[src/rtl/apb_reg_pkg.sv]
// apb_reg_pkg: register offsets, wait-state FSM encoding and byte-lane merge helper
package apb_reg_pkg;
  localparam int OFS_ID       = 'h00;
  localparam int OFS_CTRL     = 'h04;
  localparam int OFS_STATUS   = 'h08;
  localparam int OFS_INT_STAT = 'h0C;
  localparam int OFS_INT_EN   = 'h10;
  localparam int OFS_SCRATCH  = 'h14;
  typedef enum logic {IDLE, COUNT} state_t;
  function automatic logic [31:0] byte_merge(input logic [31:0] old, input logic [31:0] wdata, input logic [3:0] strb);
    byte_merge = old;
    for (int i = 0; i < 4; i++)
      if (strb[i]) byte_merge[8*i +: 8] = wdata[8*i +: 8];
  endfunction
endpackage

[src/rtl/apb_reg_bank_if.sv]
// apb_reg_bank_if: decoded local bus between the APB slave stage (master) and the register bank (slave)
// signals: addr, rd, wr, b_strobe, wdata toward the bank; rdata, pready_r, pslverr_r back
interface apb_reg_bank_if #(parameter int ADDR_WIDTH = 12) ();
  logic [ADDR_WIDTH-1:0] addr;
  logic rd;
  logic wr;
  logic [3:0] b_strobe;
  logic [31:0] wdata;
  logic [31:0] rdata;
  logic pready_r;
  logic pslverr_r;
  modport master(output addr, rd, wr, b_strobe, wdata, input rdata, pready_r, pslverr_r);
  modport slave(input addr, rd, wr, b_strobe, wdata, output rdata, pready_r, pslverr_r);
endinterface

[src/rtl/apb_wait_gen.sv]
// apb_wait_gen: inserts WAIT_CYCLES wait states per access, raising pready_r for one cycle
// ports: pclk/prst clock and sync reset; rd/wr access phase in; pready_r completion, commit = completing write
module apb_wait_gen
  import apb_reg_pkg::*;
#(
  parameter int WAIT_CYCLES = 1
) (
  input  logic pclk,
  input  logic prst,
  input  logic rd,
  input  logic wr,
  output logic pready_r,
  output logic commit
);
  state_t st;
  logic [3:0] cnt;
  logic act;
  always_comb begin
    act = rd | wr;
    pready_r = (WAIT_CYCLES == 0) ? act && st == IDLE : act && st == COUNT && cnt == 4'(WAIT_CYCLES - 1);
    commit = pready_r & wr;
  end
  // leaving COUNT on a dropped rd|wr is the abort path; no commit can occur since pready_r needs act
  always_ff @(posedge pclk)
    if (prst) begin
      st <= IDLE;
      cnt <= '0;
    end else if (st == IDLE) begin
      if (act && WAIT_CYCLES > 0) begin
        st <= COUNT;
        cnt <= '0;
      end
    end else begin
      if (!act || pready_r) st <= IDLE;
      cnt <= cnt + 4'd1;
    end
endmodule

[src/rtl/apb_reg_bank.sv]
// apb_reg_bank: ID/CTRL/STATUS/INT_STAT/INT_EN/SCRATCH register bank with programmable wait states
// ports: pclk/prst clock and sync reset; bus decoded local bus; ecorevnum ID[3:0]; status_in live status;
//        ctrl_out CTRL contents; irq registered level interrupt
module apb_reg_bank
  import apb_reg_pkg::*;
#(
  parameter int ADDR_WIDTH = 12,
  parameter int DATA_WIDTH = 32,
  parameter int WAIT_CYCLES = 1,
  parameter logic [27:0] ID_CODE = 28'h000A5B0
) (
  input  logic pclk,
  input  logic prst,
  apb_reg_bank_if.slave bus,
  input  logic [3:0] ecorevnum,
  input  logic [DATA_WIDTH-1:0] status_in,
  output logic [DATA_WIDTH-1:0] ctrl_out,
  output logic irq
);
  logic [DATA_WIDTH-1:0] ctrl, int_stat, int_en, scratch, status_q, clr;
  logic [ADDR_WIDTH-1:0] a;
  logic h_id, h_ctrl, h_st, h_ist, h_en, h_scr, mapped, pready, commit, err, we;
  apb_wait_gen #(.WAIT_CYCLES(WAIT_CYCLES)) u_wait (
    .pclk(pclk), .prst(prst), .rd(bus.rd), .wr(bus.wr), .pready_r(pready), .commit(commit)
  );
  always_comb begin
    a = {bus.addr[ADDR_WIDTH-1:2], 2'b00};
    h_id = a == ADDR_WIDTH'(OFS_ID);
    h_ctrl = a == ADDR_WIDTH'(OFS_CTRL);
    h_st = a == ADDR_WIDTH'(OFS_STATUS);
    h_ist = a == ADDR_WIDTH'(OFS_INT_STAT);
    h_en = a == ADDR_WIDTH'(OFS_INT_EN);
    h_scr = a == ADDR_WIDTH'(OFS_SCRATCH);
    mapped = h_id | h_ctrl | h_st | h_ist | h_en | h_scr;
    err = pready & (!mapped | (bus.wr & (h_id | h_st)));
    we = commit & !err;
    // W1C mask: only strobed lanes of wdata may clear bits
    clr = (we && h_ist) ? byte_merge('0, bus.wdata, bus.b_strobe) : '0;
    bus.pready_r = pready;
    bus.pslverr_r = err;
    bus.rdata = !bus.rd ? '0 :
                h_id    ? {ID_CODE, ecorevnum} :
                h_ctrl  ? ctrl :
                h_st    ? status_in :
                h_ist   ? int_stat :
                h_en    ? int_en :
                h_scr   ? scratch : '0;
    ctrl_out = ctrl;
  end
  always_ff @(posedge pclk)
    if (prst) begin
      ctrl <= '0;
      int_stat <= '0;
      int_en <= '0;
      scratch <= '0;
      status_q <= '0;
      irq <= 1'b0;
    end else begin
      status_q <= status_in;
      // rising-edge set is OR-ed after the clear so a same-cycle set wins
      int_stat <= (int_stat & ~clr) | (status_in & ~status_q);
      irq <= |(int_stat & int_en);
      if (we && h_ctrl) ctrl <= byte_merge(ctrl, bus.wdata, bus.b_strobe);
      if (we && h_en) int_en <= byte_merge(int_en, bus.wdata, bus.b_strobe);
      if (we && h_scr) scratch <= byte_merge(scratch, bus.wdata, bus.b_strobe);
    end
endmodule
[src/flat_wrapper.sv]
// flat-port wrapper written by rule: the top's interface ports become plain ports
module apb_reg_bank_flat import apb_reg_pkg::*;
#(
  parameter int ADDR_WIDTH = 12,
  parameter int DATA_WIDTH = 32,
  parameter int WAIT_CYCLES = 1,
  parameter logic [27:0] ID_CODE = 28'h000A5B0
)
  (pclk, prst, ecorevnum, status_in, ctrl_out, irq, bus_addr, bus_rd, bus_wr, bus_b_strobe, bus_wdata, bus_rdata, bus_pready_r, bus_pslverr_r);
  apb_reg_bank_if #(.ADDR_WIDTH(ADDR_WIDTH)) bus_i ();
  input  logic pclk;
  input  logic prst;
  input  logic [3:0] ecorevnum;
  input  logic [DATA_WIDTH-1:0] status_in;
  output logic [DATA_WIDTH-1:0] ctrl_out;
  output logic irq;
  input wire logic [$bits(bus_i.addr)-1:0] bus_addr;
  input wire logic [$bits(bus_i.rd)-1:0] bus_rd;
  input wire logic [$bits(bus_i.wr)-1:0] bus_wr;
  input wire logic [$bits(bus_i.b_strobe)-1:0] bus_b_strobe;
  input wire logic [$bits(bus_i.wdata)-1:0] bus_wdata;
  output wire logic [$bits(bus_i.rdata)-1:0] bus_rdata;
  output wire logic [$bits(bus_i.pready_r)-1:0] bus_pready_r;
  output wire logic [$bits(bus_i.pslverr_r)-1:0] bus_pslverr_r;
  assign bus_i.addr = bus_addr;
  assign bus_i.rd = bus_rd;
  assign bus_i.wr = bus_wr;
  assign bus_i.b_strobe = bus_b_strobe;
  assign bus_i.wdata = bus_wdata;
  assign bus_rdata = bus_i.rdata;
  assign bus_pready_r = bus_i.pready_r;
  assign bus_pslverr_r = bus_i.pslverr_r;
  apb_reg_bank #(.ADDR_WIDTH(ADDR_WIDTH), .DATA_WIDTH(DATA_WIDTH), .WAIT_CYCLES(WAIT_CYCLES), .ID_CODE(ID_CODE)) u_core (.pclk(pclk), .prst(prst), .bus(bus_i), .ecorevnum(ecorevnum), .status_in(status_in), .ctrl_out(ctrl_out), .irq(irq));
endmodule
[config.mk]
export PLATFORM = sky130hd
export DESIGN_NAME = apb_reg_bank_flat
export DESIGN_NICKNAME = d
export VERILOG_FILES = /design/src/rtl/apb_reg_pkg.sv /design/src/rtl/apb_reg_bank_if.sv /design/src/rtl/apb_wait_gen.sv /design/src/rtl/apb_reg_bank.sv /design/src/flat_wrapper.sv
export SDC_FILE = /design/constraint.sdc
export NUM_CORES = 1
export LEC_CHECK = 0
export ABC_AREA = 1
export BUFFER_PORTS_ARGS = -buffer_cell sky130_fd_sc_hd__buf_2
export CELL_PAD_IN_SITES_DETAIL_PLACEMENT = 1
export CELL_PAD_IN_SITES_GLOBAL_PLACEMENT = 2
export CORE_MARGIN = 8
export CORE_UTILIZATION = 27
export CTS_CLUSTER_DIAMETER = 120
export DETAILED_ROUTE_END_ITERATION = 8
export GPL_TIMING_DRIVEN = 0
export PLACE_DENSITY_LB_ADDON = 0.1
export SLEW_MARGIN = 10
export SYNTH_ARGS = -nofsm -noshare
export SYNTH_HDL_FRONTEND = slang
export SYNTH_HIERARCHICAL = 1
export SYNTH_SLANG_ARGS = --single-unit
[constraint.sdc]
create_clock -name pclk -period 2.2 [get_ports pclk]
set_input_delay 0.11 -clock pclk [delete_from_list [all_inputs] [get_ports pclk]]
set_output_delay 0.11 -clock pclk [all_outputs]
set_load 0.05 [all_outputs]
[After elaboration in Yosys (flattened, before gate mapping)]
Index checks and enable logic that the tools add are counted.
Storage, ports and cells
  bits in latches: 0
  bits in writable memories: 0
  input port bits: 88
  memory bits (read-only): 0
  flip-flop bits (word level): 166
  memories: 0
  output and inout port bits: 67
  logic and storage cells: 84
Cells by class
  muxes and demuxes: 17
  divide/modulo/power cells: 0
  add/subtract/negate cells: 1
  equal/unequal tests: 5
  shift-type cells: 0
  reduce and logical (&&, ||, !) cells: 26
  multiply operators: 0
  $lt $le $gt $ge: 0
  bitwise logic cells: 18
Operators by type and width (number)
  32-bit two-way mux: 8
  32-bit AND: 3
  32-bit inverter: 2
  8-bit two-way mux: 4
  32-bit OR: 1
  32-bit OR reduction: 1
  2-bit AND reduction: 12
  10-bit by 2-bit == test with 1-bit output (second input constant): 2
  10-bit by 3-bit == test with 1-bit output (second input constant): 2
  10-bit by 1-bit == test with 1-bit output (second input constant): 1
  10-bit logical NOT: 1
  4-bit two-way mux: 2
  1-bit OR: 8
  1-bit logical AND: 6
  4-bit by 1-bit adder with 4-bit output (second input constant): 1
  1-bit AND: 4
  4-bit logical NOT: 1
  1-bit logical NOT: 3
  1-bit two-way mux: 3
  2-bit nonzero test: 1
  1-bit logical OR: 1

[Logic depth before layout (Yosys ltp)]
Gate-level depths: netlist (run 1).
  word-level depth: 16
  mapped depth: 13
  mapped depth without buffers: 11

[Hierarchy]
Netlist (run 1), hierarchy kept.
By module, submodules not included
  apb_reg_bank: area an instance 8828.5 um2, cells an instance 1398, instances 1, seq. area each 3223.1 um2
  apb_wait_gen: area an instance 257.7 um2, cells an instance 37, instances 1, seq. area each 100.1 um2

[Worst setup path after synthesis (run 1)]
No wires, ideal clock.
  path kind: reg-to-reg
  start: reg u_core.u_wait.cnt[0]
  end: reg u_core.scratch[0]
  cell stages (with the launch flop): 13
  path buffers: 2
  data required time: 2.136 ns
  slack: -0.170 ns
  library setup time: 0.064 ns
  data arrival time: 2.306 ns
  period minus slack after synthesis: 2.370 ns
  path through: dfxtp_1 -> inv_1 -> ha_1 -> nand3_1 -> nor2_1 -> nand2_2 -> nor2_8 -> nor2_8 -> buf_6 -> buf_6 -> nand4_1 -> nand2_1 -> nor2_1
Between the ends
  word-level cells in the longest chain between the ends: 7
  elaborated cells between the ends (all ways): 8
  those cells by class: bitwise (3); reduce/logical (5)
RTL lines
  start: declaration: RTL line apb_wait_gen.sv:16  | logic [3:0] cnt;
  start signal: assignment: RTL line apb_wait_gen.sv:35  | cnt <= cnt + 4'd1;
  4-bit logical NOT: RTL line apb_wait_gen.sv:20  | pready_r = (WAIT_CYCLES == 0) ? act && st == IDLE : act && st == COUNT && cnt == 4'(WAIT_CYCLES - 1);
  1-bit logical AND: RTL line apb_wait_gen.sv:20
  net bus_pready_r: RTL line flat_wrapper.sv:23  | output wire logic [$bits(bus_i.pready_r)-1:0] bus_pready_r;
  1-bit AND: RTL line apb_reg_bank.sv:35  | err = pready & (!mapped | (bus.wr & (h_id | h_st)));
  net bus_pslverr_r: RTL line flat_wrapper.sv:24  | output wire logic [$bits(bus_i.pslverr_r)-1:0] bus_pslverr_r;
  1-bit logical NOT: RTL line apb_reg_bank.sv:36  | we = commit & !err;
  1-bit AND: RTL line apb_reg_bank.sv:36
  1-bit logical AND: RTL line apb_reg_bank.sv:65  | if (we && h_scr) scratch <= byte_merge(scratch, bus.wdata, bus.b_strobe);
  2-bit AND reduction (no line)
  end signal: assignment: RTL line apb_reg_bank.sv:65
  end: declaration: RTL line apb_reg_bank.sv:20  | logic [DATA_WIDTH-1:0] ctrl, int_stat, int_en, scratch, status_q, clr;
The timed path passes the listed nets, and every way through them passes these cells.
A chain may end at the register's enable or synchronous reset.

[Final worst setup path (run 1)]
  start: reg u_core.u_wait.cnt[0]
  end: reg u_core.int_en[21]
Between the ends
  elaborated cells between the ends (all ways): 8
  those cells by class: bitwise (3); reduce/logical (5)
RTL lines
  4-bit logical NOT: RTL line apb_wait_gen.sv:20
  1-bit logical AND: RTL line apb_wait_gen.sv:20
  1-bit AND: RTL line apb_wait_gen.sv:21  | commit = pready_r & wr;
  net u_core.commit: RTL line apb_reg_bank.sv:22  | logic h_id, h_ctrl, h_st, h_ist, h_en, h_scr, mapped, pready, commit, err, we;
  1-bit AND: RTL line apb_reg_bank.sv:36
  1-bit logical AND: RTL line apb_reg_bank.sv:64  | if (we && h_en) int_en <= byte_merge(int_en, bus.wdata, bus.b_strobe);
  2-bit AND reduction (no line)
  end signal: assignment: RTL line apb_reg_bank.sv:64
  end: declaration: RTL line apb_reg_bank.sv:20
The timed path passes the listed nets, and every way through them passes these cells.

==> impl_metrics.py, run 1 <==
metrics = {
    "placement": {
        "gp_congestion": 0.780,
        "pre_cts_slack_ns": -0.413,
        "io_buffers": 148,
        "dp_cells": 2031,
        "hpwl_um": 29500,
    },
    "clock_network": {
        "htreeDepth": 4,
        "cts_tree": "done",
        "cts_buffer_depth": 2,
        "cts_made_buffers": 17,
        "clkTransAtPathRegs_ns": 0.06,
        "clock-sinks": 166,
        "clk_latency_ns": 0.45,
        "ctsRootBufferMaster": "clkbuf_16",
    },
    "finish": {
        "seq_area_um2": 3320,
        "nNetsFinal": 1760,
        "layout-drive-gt1-share": 0.165,
        "nFillCells": 4341,
        "most-common-layout-cells": "inv_1 (331), nand2_1 (316), buf_2 (167)",
        "synthToLayoutAreaGrowth_pct": 29.9,
        "num_antenna_cells": 0,
        "layoutNonFillerInstCount": 2131,
        "post-route-util": 0.354,
        "layout.cells.most_common": "inv_1",
        "multi_input_area_um2": 4200,
    },
    "timing": {
        "skew_ns": 0.00887,
        "setup_viol": 0,
        "finalCriticalPeriod_ns": 2.12,
        "max_slew.worst_pin.slew_ns": 0.952,
        "slew-limit-headroom": 0.365,
        "fin_ws_ns": 0.0783,
        "max_freq_ghz": 0.471,
        "hold-worst-slack_ns": 0.0161,
        "period_share": 0.964,
        "finalHoldViolations": 0,
        "rsz0062_at_grt": "yes",
        "drv_slew": 0,
    },
    "floorplanning": {
        "core_um2": 33400,
        "io_pins": 155,
        "die_w_um": 199,
        "die_area_um2": 39800,
        "initial_core_util": 0.272,
        "rows": 67,
        "dieHeight_um": 199,
    },
    "route": {
        "drc": 0,
        "ant_nets": 0,
        "drt_wl_total_um": 38800,
        "vias_per_cell": 4.58,
        "detail_route.wl_per_cell_um": 18.2,
        "drt_iter0_markers": 337,
        "dr.pass1.iters": 4,
        "vias": 9754,
    },
    "logic_synthesis": {
        "syn_area_um2": 9090,
        "seq_area_frac_synth": 0.366,
        "synthTopCellsByArea": "dfxtp_1 (37%), inv_1 (14%), nand2_1 (13%), nand4_1 (6.9%), nor2_1 (6.4%)",
        "yosysTopAreaCell": "dfxtp_1",
        "syn_inst": 1435,
        "ys_types": 33,
        "yosysWarnings": 6,
        "synth_top_area_frac": 0.366,
        "syn_area_per_cell_um2": 6.33,
        "ys_ff_latch": 166,
        "synth_nets": 1525,
    },
    "pwr": {
        "p_per_area_nw_per_um2": 606,
        "peakVddDrop_uv": 553,
        "power.total_w": 0.00715,
        "power_leakage_nw": 5.81,
    },
    "grt": {
        "grt_pass1_wl_um": 59400,
        "first_global_vias": 10129,
        "grt_max_degree": 17,
        "grt_antenna_before_repair": 1,
        "grt_usage": 0.199,
        "grt-ovfl-total": 0,
    },
    "setup_path": {
        "arrival_ns": 2.45,
        "crit_type": "flop to flop",
        "crit_fanout": 10,
        "regToRegSetupSlack_ns": 0.08,
        "start_kind": "flop",
        "end_kind": "flop",
        "required_ns": 2.53,
    },
    "status": {
        "status": "finished clean",
    },
    "min_path": {
        "hp-class": "input pin to flop",
    },
    "run": {
        "maxCapViolCount": 0,
    },
}
## critical path: stages, from the launching register on
cell and delay, ns:
dfxtp_1 0.34, inv_1 0.07, ha_1 0.13, nand3_1 0.14, nor2_2 0.16, buf_6 0.12
inv_1 0.11, nor2_4 0.25, nand2_2 0.17, clkbuf_4 0.26, o21ai_0 0.19, a21oi_1 0.06
## power by group
part	leakage, nW	switching (W)	total, W	internal, W
logic	4.15	0.000518	0.000794	0.000276
registers	1.36	0.0000334	0.00313	0.00310
clock network	0.303	0.00132	0.00322	0.00190
## routing by layer
metal	wire length (um)	global-route usage	vias up
met4	843	0.0619	2
met2	18200	0.329	183
met5	10	0	-
li1	-	-	4896
met3	1530	0.0362	36
met1	18200	0.259	4637
## cells in the mapped netlist
master / number
a21oi_1: 68
a221oi_1: 1
buf_1: 13
buf_2: 22
buf_4: 3
buf_6: 7
clkbuf_1: 30
clkinv_1: 1
dfxtp_1: 166
ha_1: 2
inv_1: 331
inv_2: 6
nand2_1: 321
nand2_2: 5
nand2_4: 4
nand2_8: 1
nand3_1: 27
nand4_1: 100
nand4_4: 8
nor2_1: 154
nor2_2: 6
nor2_4: 2
nor2_8: 3
nor3_1: 3
nor4_1: 1
nor4_2: 1
o211ai_1: 2
o21ai_0: 109
o21ai_1: 20
o21ai_2: 1
o21bai_1: 4
o22ai_1: 12
xor2_1: 1
## kinds of logic after synthesis
| group | count (synthesis) | synth area share |
|---|---|---|
| fa+ha+maj | 2 | 0.00275 |
| buf+inv | 413 | 0.181 |
| flops | 166 | 0.366 |
| compound gates | 217 | 0.124 |
| xor+xnor | 1 | 0.000964 |
| simple gates | 636 | 0.326 |
## repair_timing
action                                  in CTS  in global routing
cloned                                       0                  0
setup buffers                                1                  4
resized for setup                           28                 30
hold buffers                                64                  0
pin swaps                                    1                  3
endpoints found under the setup margin      64                 40
endpoints found under the hold margin       76                  0
## area by class of cell
cell class / count / area share
Multi-Input combinational cell: 856 / 0.356
Clock buffer: 23 / 0.0414
Tap cell: 448 / 0.0475
Timing Repair Buffer: 217 / 0.120
Buffer: 74 / 0.0352
Clock inverter: 9 / 0.0104
Sequential cell: 166 / 0.282
Inverter: 338 / 0.108
## state kept, by name (all words and copies together), names as in the netlist
signal,flops
u_core/int_stat,32
u_core/status_q,32
u_core/ctrl_out,32
u_core/u_wait/cnt,4
u_core/u_wait/st,1
u_core/scratch,32
u_core/int_en,32
u_core/irq,1
## path summary, 6_finish.rpt
kind	start	endpoint	cells after the start
worst min register to register	u_core/status_q[22]$_SDFF_PP0_	u_core/int_stat[22]$_SDFF_PP0_	3
worst max-delay path	u_core/u_wait/cnt[0]$_SDFFE_PP0P_	u_core/int_en[21]$_SDFFE_PP0P_	11
worst min-delay path	bus_wr	u_core/u_wait/cnt[2]$_SDFFE_PP0P_	4
worst max register to register	u_core/u_wait/cnt[0]$_SDFFE_PP0P_	u_core/int_en[21]$_SDFFE_PP0P_	11
## stage by stage
| stage | instance area (um^2) | setup TNS, ns |
|---|---|---|
| floorplan | 9090 | 0 |
| global placement | 10400 | -22.88 |
| global route | 11800 | -0.102 |
| detailed placement | 10400 | -21.96 |
| finish | 11800 | 0 |
| CTS | 11700 | 0 |
Power figures use the tool's default switching activity.
==> inputs of run 2 (changes only) <==
- PLACE_DENSITY_LB_ADDON: 0.1 -> 0.05
==> run 2 against run 1 <==
Cell area rose by 0.14%; setup slack improved by 0.028 ns; routed wire length rose by 1.4%; global-route usage rose by 0.27 points; clock power fell by 7.5%; largest cell class unchanged; largest power group is now registers.
==> impl_metrics.py, run 2 (same netlist as run 1, synthesis figures left out) <==
metrics = {
    "floorplanning": {
        "dieHeight_um": 199,
        "core_um2": 33400,
        "initial_core_util": 0.272,
        "die_w_um": 199,
        "io_pins": 155,
        "die_area_um2": 39800,
        "rows": 67,
    },
    "min_path": {
        "hp-class": "input pin to flop",
    },
    "clock_network": {
        "cts_tree": "done",
        "clkTransAtPathRegs_ns": 0.06,
        "clk_latency_ns": 0.44,
        "clock-sinks": 166,
        "cts_buffer_depth": 2,
        "ctsRootBufferMaster": "clkbuf_16",
        "htreeDepth": 4,
        "cts_made_buffers": 17,
    },
    "setup_path": {
        "cp-startpoint": "u_core/u_wait/cnt[0]$_SDFFE_PP0P_",
        "crit_type": "flop to flop",
        "r2r_cells": 12,
        "r2r_end": "u_core/int_en[21]$_SDFFE_PP0P_",
        "crit_fanout": 10,
        "start_kind": "flop",
        "arrival_ns": 2.46,
        "end_kind": "flop",
        "regToRegSetupSlack_ns": 0.11,
        "required_ns": 2.57,
        "r2r-start": "u_core/u_wait/cnt[0]$_SDFFE_PP0P_",
        "crit_end": "u_core/int_en[21]$_SDFFE_PP0P_",
    },
    "route": {
        "detail_route.wl_per_cell_um": 18.5,
        "vias": 9664,
        "dr.pass1.iters": 5,
        "ant_nets": 0,
        "drt_wl_total_um": 39400,
        "drt_iter0_markers": 342,
        "vias_per_cell": 4.53,
        "drc": 0,
    },
    "timing": {
        "slew-limit-headroom": 0.385,
        "fin_ws_ns": 0.106,
        "finalHoldViolations": 0,
        "max_slew.worst_pin.slew_ns": 0.923,
        "drv_slew": 0,
        "setup_viol": 0,
        "skew_ns": 0.00976,
        "finalCriticalPeriod_ns": 2.09,
        "rsz0062_at_grt": "yes",
        "max_freq_ghz": 0.478,
        "period_share": 0.952,
    },
    "pwr": {
        "peakVddDrop_uv": 568,
        "p_per_area_nw_per_um2": 585,
        "power_leakage_nw": 5.83,
    },
    "grt": {
        "first_global_vias": 10141,
        "grt_max_degree": 17,
        "grt_antenna_before_repair": 1,
        "grt_usage": 0.201,
        "grt_pass1_wl_um": 59900,
        "grt-ovfl-total": 0,
    },
    "finish": {
        "layout.cells.most_common": "inv_1",
        "layout-drive-gt1-share": 0.164,
        "most-common-layout-cells": "inv_1 (331), nand2_1 (316), dfxtp_1 (166)",
        "nFillCells": 4427,
        "fin_area_um2": 11800,
        "nNetsFinal": 1765,
        "synthToLayoutAreaGrowth_pct": 30.0,
    },
    "status": {
        "status": "finished clean",
    },
    "placement": {
        "placed_area_um2": 10400,
        "gp_congestion": 0.770,
        "io_buffers": 148,
        "pre_cts_slack_ns": -0.434,
        "hpwl_um": 29900,
    },
    "run": {
        "maxCapViolCount": 0,
    },
}
[run 2: changes by cell type in the layout (fill, tap and decap cells not counted), moves of 2 or more]
cell / delta
clkinv_2: -2
nand2_4: +3
clkbuf_1: +3
clkbuf_4: +3
dlygate4sd3_1: +2
clkbuf_8: -2
buf_2: -2
nand2_2: -3
[run 2: metrics by stage]
| stage | util | hold slack (ns) | total power [W] | instances | TNS (ns) |
|---|---|---|---|---|---|
| after floorplan | - | 0.179 | 0.00360 | 1435 | 0 |
| after global placement | 0.311 | 0.351 | 0.00390 | 2031 | -28.32 |
| after detailed placement | 0.311 | 0.357 | 0.00391 | 2031 | -27.41 |
| after CTS | 0.350 | 0.00854 | 0.00703 | 2127 | 0 |
| after global routing | 0.354 | 0.0368 | 0.00724 | 2133 | -0.0163 |
| final | 0.354 | 0.0324 | 0.00692 | 2134 | 0 |
[run 2: per-layer routing]
layer | up-vias | global-route usage | routed length [um]
met5 | - | 0 | 8
met4 | 2 | 0.0504 | 490
met3 | 29 | 0.0338 | 1580
met2 | 148 | 0.342 | 18800
met1 | 4586 | 0.262 | 18500
li1 | 4899 | - | -
[run 2: worst min path at each step]
stage / startpoint / to / cells after the start
finish: bus_wdata[8] / u_core/int_en[8]$_SDFFE_PP0P_ / 3
global route: bus_wdata[8] / u_core/int_en[8]$_SDFFE_PP0P_ / 3
CTS: bus_wdata[9] / u_core/int_en[9]$_SDFFE_PP0P_ / 3
detailed placement: status_in[3] / u_core/status_q[3]$_SDFF_PP0_ / 3
global placement: status_in[11] / u_core/status_q[11]$_SDFF_PP0_ / 3
floorplan: prst / u_core/u_wait/cnt[1]$_SDFFE_PP0P_ / 1
[run 2: final cells by class]
type	count	area, um^2	share of cell area
multi-input cells	856	4220	0.357
flip-flops and latches	166	3320	0.281
repair buffers	222	1480	0.125
inverters	338	1270	0.107
well taps	448	561	0.0474
clock buffers	24	472	0.0399
plain buffers	74	418	0.0354
clock inverters	5	75.1	0.00635
diodes	1	2.50	0.000212
[run 2: critical path, cell delays in order, from the launching register on]
cell and delay, ns:
dfxtp_1 0.39, inv_1 0.06, ha_1 0.19, nand3_1 0.15, nor2_2 0.07, buf_6 0.12, inv_1 0.19, nor2_4 0.08
buf_4 0.17, nand2_4 0.10, clkbuf_4 0.23, o21ai_0 0.09, a21oi_1 0.17
[run 2: timing repair]
item                                    4_1_cts  5_1_grt
hold endpoints to repair                     75        0
pin swaps                                     1        4
buffers inserted                              1        7
hold buffers                                 66        0
endpoints found under the setup margin       64       40
resized for setup                            26       41
[run 2: power by group]
| group | internal (W) | switching (W) |
|---|---|---|
| Combinational | 0.000280 | 0.000528 |
| Sequential | 0.00310 | 0.0000330 |
| Clock | 0.00171 | 0.00127 |
| Total | 0.00509 | 0.00183 |
